## src/rtl/mem_stage_ctrl.sv

```systemverilog
// LC-3b MEM stage controller: memory handshake with stall generation, byte lanes,
// two-phase indirect access, registered MEM/WB outputs and a saturating stall counter.
module mem_stage_ctrl #(
  parameter int unsigned WIDTH     = 16,
  parameter int unsigned BE_WIDTH  = WIDTH / 8,
  parameter int unsigned CNT_WIDTH = 16
) (
  input  logic                 clk,
  input  logic                 reset_n,
  input  logic                 req_valid,
  input  logic                 req_read,
  input  logic                 req_write,
  input  logic                 req_byte,
  input  logic                 req_indirect,
  input  logic [WIDTH-1:0]     req_addr,
  input  logic [WIDTH-1:0]     req_wdata,
  input  logic [2:0]           req_dr,
  input  logic [WIDTH-1:0]     mem_rdata,
  input  logic                 mem_resp,
  output logic [WIDTH-1:0]     mem_address,
  output logic                 mem_read,
  output logic                 mem_write,
  output logic [WIDTH-1:0]     mem_wdata,
  output logic [BE_WIDTH-1:0]  mem_byte_enable,
  output logic                 stall,
  output logic                 out_valid,
  output logic [WIDTH-1:0]     out_data,
  output logic [2:0]           out_dr,
  output logic                 out_misaligned,
  output logic [CNT_WIDTH-1:0] stall_count
);

  localparam logic [0:0] PH1 = 1'b0;
  localparam logic [0:0] PH2 = 1'b1;

  logic [0:0]           state_q, state_d;
  logic [WIDTH-2:0]     ptr_q, ptr_d;
  logic                 out_valid_q, out_valid_d;
  logic [WIDTH-1:0]     out_data_q, out_data_d;
  logic [2:0]           out_dr_q, out_dr_d;
  logic                 out_misaligned_q, out_misaligned_d;
  logic [CNT_WIDTH-1:0] stall_count_q, stall_count_d;

  logic                 is_mem_c;
  logic                 is_store_c;
  logic                 final_c;
  logic                 rd_c, wr_c;
  logic [WIDTH-1:0]     addr_c;
  logic [WIDTH-1:0]     wdata_c;
  logic [BE_WIDTH-1:0]  be_c;
  logic [WIDTH-1:0]     byte_rep_c;
  logic [7:0]           byte_sel_c;
  logic [WIDTH-1:0]     load_data_c;
  logic                 stall_c;

  // Read+write together is treated as a store.
  assign is_mem_c   = req_valid & (req_read | req_write);
  assign is_store_c = req_write;

  // Replicate the store byte onto every lane; high byte selected by addr[0] on loads.
  always_comb begin
    byte_rep_c = '0;
    for (int unsigned i = 0; i < BE_WIDTH; i++) begin
      byte_rep_c[i*8 +: 8] = req_wdata[7:0];
    end
    byte_sel_c  = req_addr[0] ? mem_rdata[15:8] : mem_rdata[7:0];
    load_data_c = (req_byte & ~req_indirect) ? WIDTH'(byte_sel_c) : mem_rdata;
  end

  // Next-state and memory-port drive.
  always_comb begin
    state_d = state_q;
    ptr_d   = ptr_q;
    addr_c  = {req_addr[WIDTH-1:1], 1'b0};
    rd_c    = 1'b0;
    wr_c    = 1'b0;
    wdata_c = req_wdata;
    be_c    = '1;
    final_c = 1'b0;
    case (state_q)
      PH1: begin
        if (is_mem_c) begin
          if (req_indirect) begin
            rd_c = 1'b1;
            if (mem_resp) begin
              state_d = PH2;
              ptr_d   = mem_rdata[WIDTH-1:1];
            end
          end else begin
            final_c = 1'b1;
            rd_c    = ~is_store_c;
            wr_c    = is_store_c;
            if (req_byte) begin
              addr_c  = req_addr;
              wdata_c = byte_rep_c;
              be_c    = req_addr[0] ? BE_WIDTH'(2) : BE_WIDTH'(1);
            end
          end
        end
      end
      default: begin
        if (!is_mem_c) begin
          state_d = PH1;
        end else begin
          addr_c  = {ptr_q, 1'b0};
          rd_c    = ~is_store_c;
          wr_c    = is_store_c;
          final_c = 1'b1;
          if (mem_resp) state_d = PH1;
        end
      end
    endcase
  end

  assign stall_c = is_mem_c & ~(final_c & mem_resp);

  // Output stage: bubble while stalled, otherwise capture the retiring instruction.
  always_comb begin
    out_valid_d      = 1'b0;
    out_data_d       = out_data_q;
    out_dr_d         = out_dr_q;
    out_misaligned_d = out_misaligned_q;
    stall_count_d    = stall_count_q;
    if (!stall_c) begin
      out_valid_d      = req_valid;
      out_data_d       = (is_mem_c & ~is_store_c) ? load_data_c : req_wdata;
      out_dr_d         = req_dr;
      out_misaligned_d = is_mem_c & ~req_byte & req_addr[0];
    end else if (stall_count_q != {CNT_WIDTH{1'b1}}) begin
      stall_count_d = stall_count_q + CNT_WIDTH'(1);
    end
  end

  always_ff @(posedge clk or negedge reset_n) begin
    if (!reset_n) begin
      state_q          <= PH1;
      ptr_q            <= '0;
      out_valid_q      <= 1'b0;
      out_data_q       <= '0;
      out_dr_q         <= '0;
      out_misaligned_q <= 1'b0;
      stall_count_q    <= '0;
    end else begin
      state_q          <= state_d;
      ptr_q            <= ptr_d;
      out_valid_q      <= out_valid_d;
      out_data_q       <= out_data_d;
      out_dr_q         <= out_dr_d;
      out_misaligned_q <= out_misaligned_d;
      stall_count_q    <= stall_count_d;
    end
  end

  // Strobes drop the moment reset asserts, even mid-access.
  assign mem_address     = addr_c;
  assign mem_read        = rd_c & reset_n;
  assign mem_write       = wr_c & reset_n;
  assign mem_wdata       = wdata_c;
  assign mem_byte_enable = be_c;
  assign stall           = stall_c;
  assign out_valid       = out_valid_q;
  assign out_data        = out_data_q;
  assign out_dr          = out_dr_q;
  assign out_misaligned  = out_misaligned_q;
  assign stall_count     = stall_count_q;

endmodule
```

## config.mk

```make
export PLATFORM = sky130hd
export DESIGN_NAME = mem_stage_ctrl
export DESIGN_NICKNAME = d
export VERILOG_FILES = /design/src/rtl/mem_stage_ctrl.sv
export SDC_FILE = /design/constraint.sdc
export NUM_CORES = 1
export LEC_CHECK = 0
export ABC_AREA = 0
export ABC_CLOCK_PERIOD_IN_PS = 5400
export CAP_MARGIN = 25
export CORE_MARGIN = 1
export CORE_UTILIZATION = 44
export CTS_BUF_LIST = sky130_fd_sc_hd__clkbuf_16
export DETAILED_ROUTE_END_ITERATION = 10
export PLACE_DENSITY = 0.85
export RECOVER_POWER = 25
export SETUP_SLACK_MARGIN = 0.05
export SLEW_MARGIN = 20
export SYNTH_ARGS = -nofsm -noshare
export SYNTH_HDL_FRONTEND = slang
export SYNTH_SLANG_ARGS = --single-unit
```

## constraint.sdc

```tcl
create_clock -name clk -period 5.4 [get_ports clk]
set_input_delay 1.35 -clock clk [delete_from_list [all_inputs] [get_ports clk]]
set_output_delay 1.35 -clock clk [all_outputs]
set_load 0.005 [all_outputs]
```

# == Word-level counts from Yosys, hierarchy flattened ==
# Cells that the tools add are included.
# word_totals
word_cells,62
ff_bits,53
output_inout_bits,74
inputBits,59
# classes
n_addsub,1
bitwise_logic,15
mux,36
reduce_logical,2
eq_ne,1
# ops
operator,count
16-bit two-way mux,8
1-bit two-way mux,22
"16-bit by 1-bit adder with 16-bit output, second input constant",1
"16-bit inequality test, second input constant",1
2-bit two-way mux,5
1-bit AND,9
8-bit two-way mux,1
1-bit NOT,5
4-bit AND reduction,1
2-bit AND reduction,1
1-bit OR,1

# == Logic depth before layout (Yosys ltp) ==
# logic_depth
depth_word,8
ltp_mapped,7
mapped_depth_nobuf,6

# == Least setup slack after synthesis ==
# Ideal clock, no wire load.
# synth_path
kind,input-to-output
start,in req_read
end,out mem_address[10]
t_required_ns,4.050
path_buffers,1
path_slack_ns,1.680
cell_stages,3
arrival_ns,2.370
path_cell_list,o211ai_1 buf_2 mux2_2
# synth_via
elab_chain_len,4
# synth_lines
element,line,source
"start, declared",11,"input logic req_read,"
1-bit OR,57,assign is_mem_c = req_valid & (req_read | req_write);
1-bit AND,57,
16-bit two-way mux,102,if (!is_mem_c) begin
16-bit two-way mux,80,case (state_q)
"end, declared",20,"output logic [WIDTH-1:0] mem_address,"
# Every way passes these cells.

# == Worst setup path after layout ==
# layout_path
start,in req_write
end,out mem_wdata[11]
# layout_via
elab_chain_len,4
# layout_lines
element,line,source
"start, declared",12,"input logic req_write,"
1-bit OR,57,
1-bit AND,57,
16-bit two-way mux,82,if (is_mem_c) begin
16-bit two-way mux,80,
"end, declared",23,"output logic [WIDTH-1:0] mem_wdata,"
# Every way passes these cells.

==> key figures <==
Run status
  • Status: finished, violations left
  • Failing checks: max-capacitance violations

Floorplan
  • Row cnt: 28
  • Core area: 6030 um^2
  • Die height: 81.7 um
  • Initial Util: 46.3%
  • Io pins: 133
  • Die width: 81.7 um
  • Die area: 6670 um^2

Detailed routing
  • DR pass1 iterations: 4
  • Post-DRT Antenna Nets: 0
  • Post-DR vias/cell: 5.15
  • Initial DRC count: 108
  • Routed vias: 2380
  • Routed wire length: 7640 um
  • DR DRC count: 0
  • DR WL/cell: 16.5 um

Hold path
  • Min-Delay Path Class: flop to flop
  • Hold path cells: 2

Setup path
  • WP data required: 4.05 ns
  • Setup CP Type: input port to primary output
  • Setup crit start kind: input port
  • Reg2Reg Setup Slack: 3.29 ns
  • CP Max Fanout: 10
  • Reg2reg path depth: 6
  • CP endpoint kind: primary output
  • Worst EP arrival: 3.54 ns

Global route
  • Total global-route track usage: 23.4%
  • Vias in the first global route: 2252
  • GRT overflow: 0
  • First-pass GRT wire length: 11600 um
  • Antenna violations before repair: 0
  • Largest net degree at the start of global routing: 39

Timing
  • Setup TNS: 0 ns
  • Clk_skew: 0.00447 ns
  • Tmin final: 4.89 ns
  • Smallest hold slack: 0.477 ns
  • Max-slew violation count: 0
  • Post-route clock period utilization: 90.5%
  • Setup ws final: 0.513 ns
  • Worst slew pin tran: 1.49 ns
  • Fmax achieved: 0.205 GHz
  • RSZ-0062 raised after global routing: false
  • Hold Vio Cnt, Final: 0
  • Slew HR: 0.502%
  • Final setup fails: 0

Clock tree
  • CTS clock-pin slew for the worst setup and hold paths: 0.06 ns
  • Post-CTS Setup Inserts: 0
  • CTS Buffer Depth: 2
  • Hold-fix buffers, CTS: 0
  • Clk_lat worst skew: 0.28 ns
  • Total CTS buffers: 5
  • CTS Root Cell: clkbuf_16
  • Clock sink count: 53
  • Post-CTS sizing: 0
  • CTS H-Tree Depth: 2
  • CTS tree: yes

Run
  • Max-cap violations: 1

Synth
  • Post-synth top cells: dfrtp_1 (53), mux2_2 (41), nand2_1 (35)
  • EDFF count, synth: 0
  • Largest area contributor in the netlist: dfrtp_1
  • Mapped Area: 2790 um^2
  • Ys Warns: 0
  • Main synth FF type: dfrtp_1
  • Top-count cell post-synth: dfrtp_1
  • Yosys reg bits: 53
  • Share of the synthesized area in the top cell type: 47.5%
  • Syn_area_per_cell: 10.6 um^2
  • Synthesized net count: 323
  • Synth area leaders: dfrtp_1 (48%), mux2_2 (17%), nand2_1 (4.7%)
  • Fraction of registers with async set/reset: 100%
  • Synth cell types: 35
  • Seq/Total Area, Yosys: 47.5%
  • Syn Inst Count: 263

Power
  • Pwr Total: 1.13 mW
  • VDD IR max: 216 uV
  • P_leak: 1.81 nW
  • PwrDens: 266 nW/um^2

Final layout
  • # diodes: 0
  • Final instance area: 4240 um^2
  • Fill count: 452
  • Register area: 1330 um^2
  • Multi-input combinational cell area: 1320 um^2
  • Area delta synth->final: 51.9%
  • Non-filler cells, final: 462
  • Layout cells sized above 1: 14.7%
  • Final core utilization: 70.4%
  • Nets: 446

Placed design
  • # port buffers: 132
  • Post-Place Cells: 454
  • Final GP Congestion: 0.839
  • Placed instance area: 4110 um^2
  • Final HPWL DP: 6020 um
  • Pre-CTS setup slack: 0.527 ns
## sequential cells by signal (all words and copies together) (netlist names)
signal,count
out_dr,3
state_q,1
out_misaligned,1
stall_count,16
out_data,16
out_valid,1
ptr_q,15
## cell families after synthesis
family                     count (synthesis)  synth area share (%)
and+or+nand+nor                           78                  14.4
buffers and inverters                     26                  5.33
AOI/OAI and AO/OA                         41                  7.89
xor gates and xnor gates                  13                  4.08
adders and majority gates                  1                 0.448
muxes                                     51                  20.3
DFF                                       53                  47.5
## worst paths after layout
path	from	end
worst max-delay path	req_write	mem_wdata[11]
worst min-delay path	out_data[9]$_DFFE_PN0N_	out_data[9]$_DFFE_PN0N_
worst max register to register	state_q$_DFF_PN0_	stall_count[1]$_DFFE_PN0P_
worst min register to register	out_data[9]$_DFFE_PN0N_	out_data[9]$_DFFE_PN0N_
max in group asynchronous	reset_n	out_data[15]$_DFFE_PN0N_
min in group asynchronous	reset_n	stall_count[11]$_DFFE_PN0P_
## cell type report
type                       count  share of cell area, %
tap                           75                   2.21
timing repair buffer         137                   31.8
clock buffer                   5                   2.95
inverter                       5                  0.443
sequential                    53                   31.3
multi-input combinational    184                   31.0
clock inverter                 3                  0.266
## layout by cell type (no fill, tap or decap), drive strengths merged, types with 6 or more instances in the layout
cell	n
nand2	35
xnor2	12
nand3	6
o21ai	25
clkdlybuf4s50	131
dfrtp	53
inv	8
mux2i	9
clkbuf	7
a21oi	12
and3	14
mux2	42
## routing by layer
metal	global-route usage (%)	up-vias	wire length [um]	part of all wire, %
met4	7.54	0	115	1.5
met2	38.3	79	3910	51
met5	0	-	0	0
met3	4.11	10	372	4.9
met1	31.3	1139	3240	42
li1	-	1152	-	-
## power breakdown
part	switching (mW)	total (mW)	leakage (nW)	internal, mW
Clock	0.128	0.295	0.0776	0.167
Combinational	0.115	0.317	1.08	0.201
Sequential	0.0517	0.515	0.654	0.463
Total	0.295	1.13	1.81	0.832
## worst max-delay path, cell delays in order
cell             delay, ns
clkdlybuf4s50_1       0.50
o21ai_2               0.30
or3_1                 0.52
mux2_2                0.41
clkdlybuf4s50_1       0.46
No activity file was read; power rests on OpenSTA's default activity.
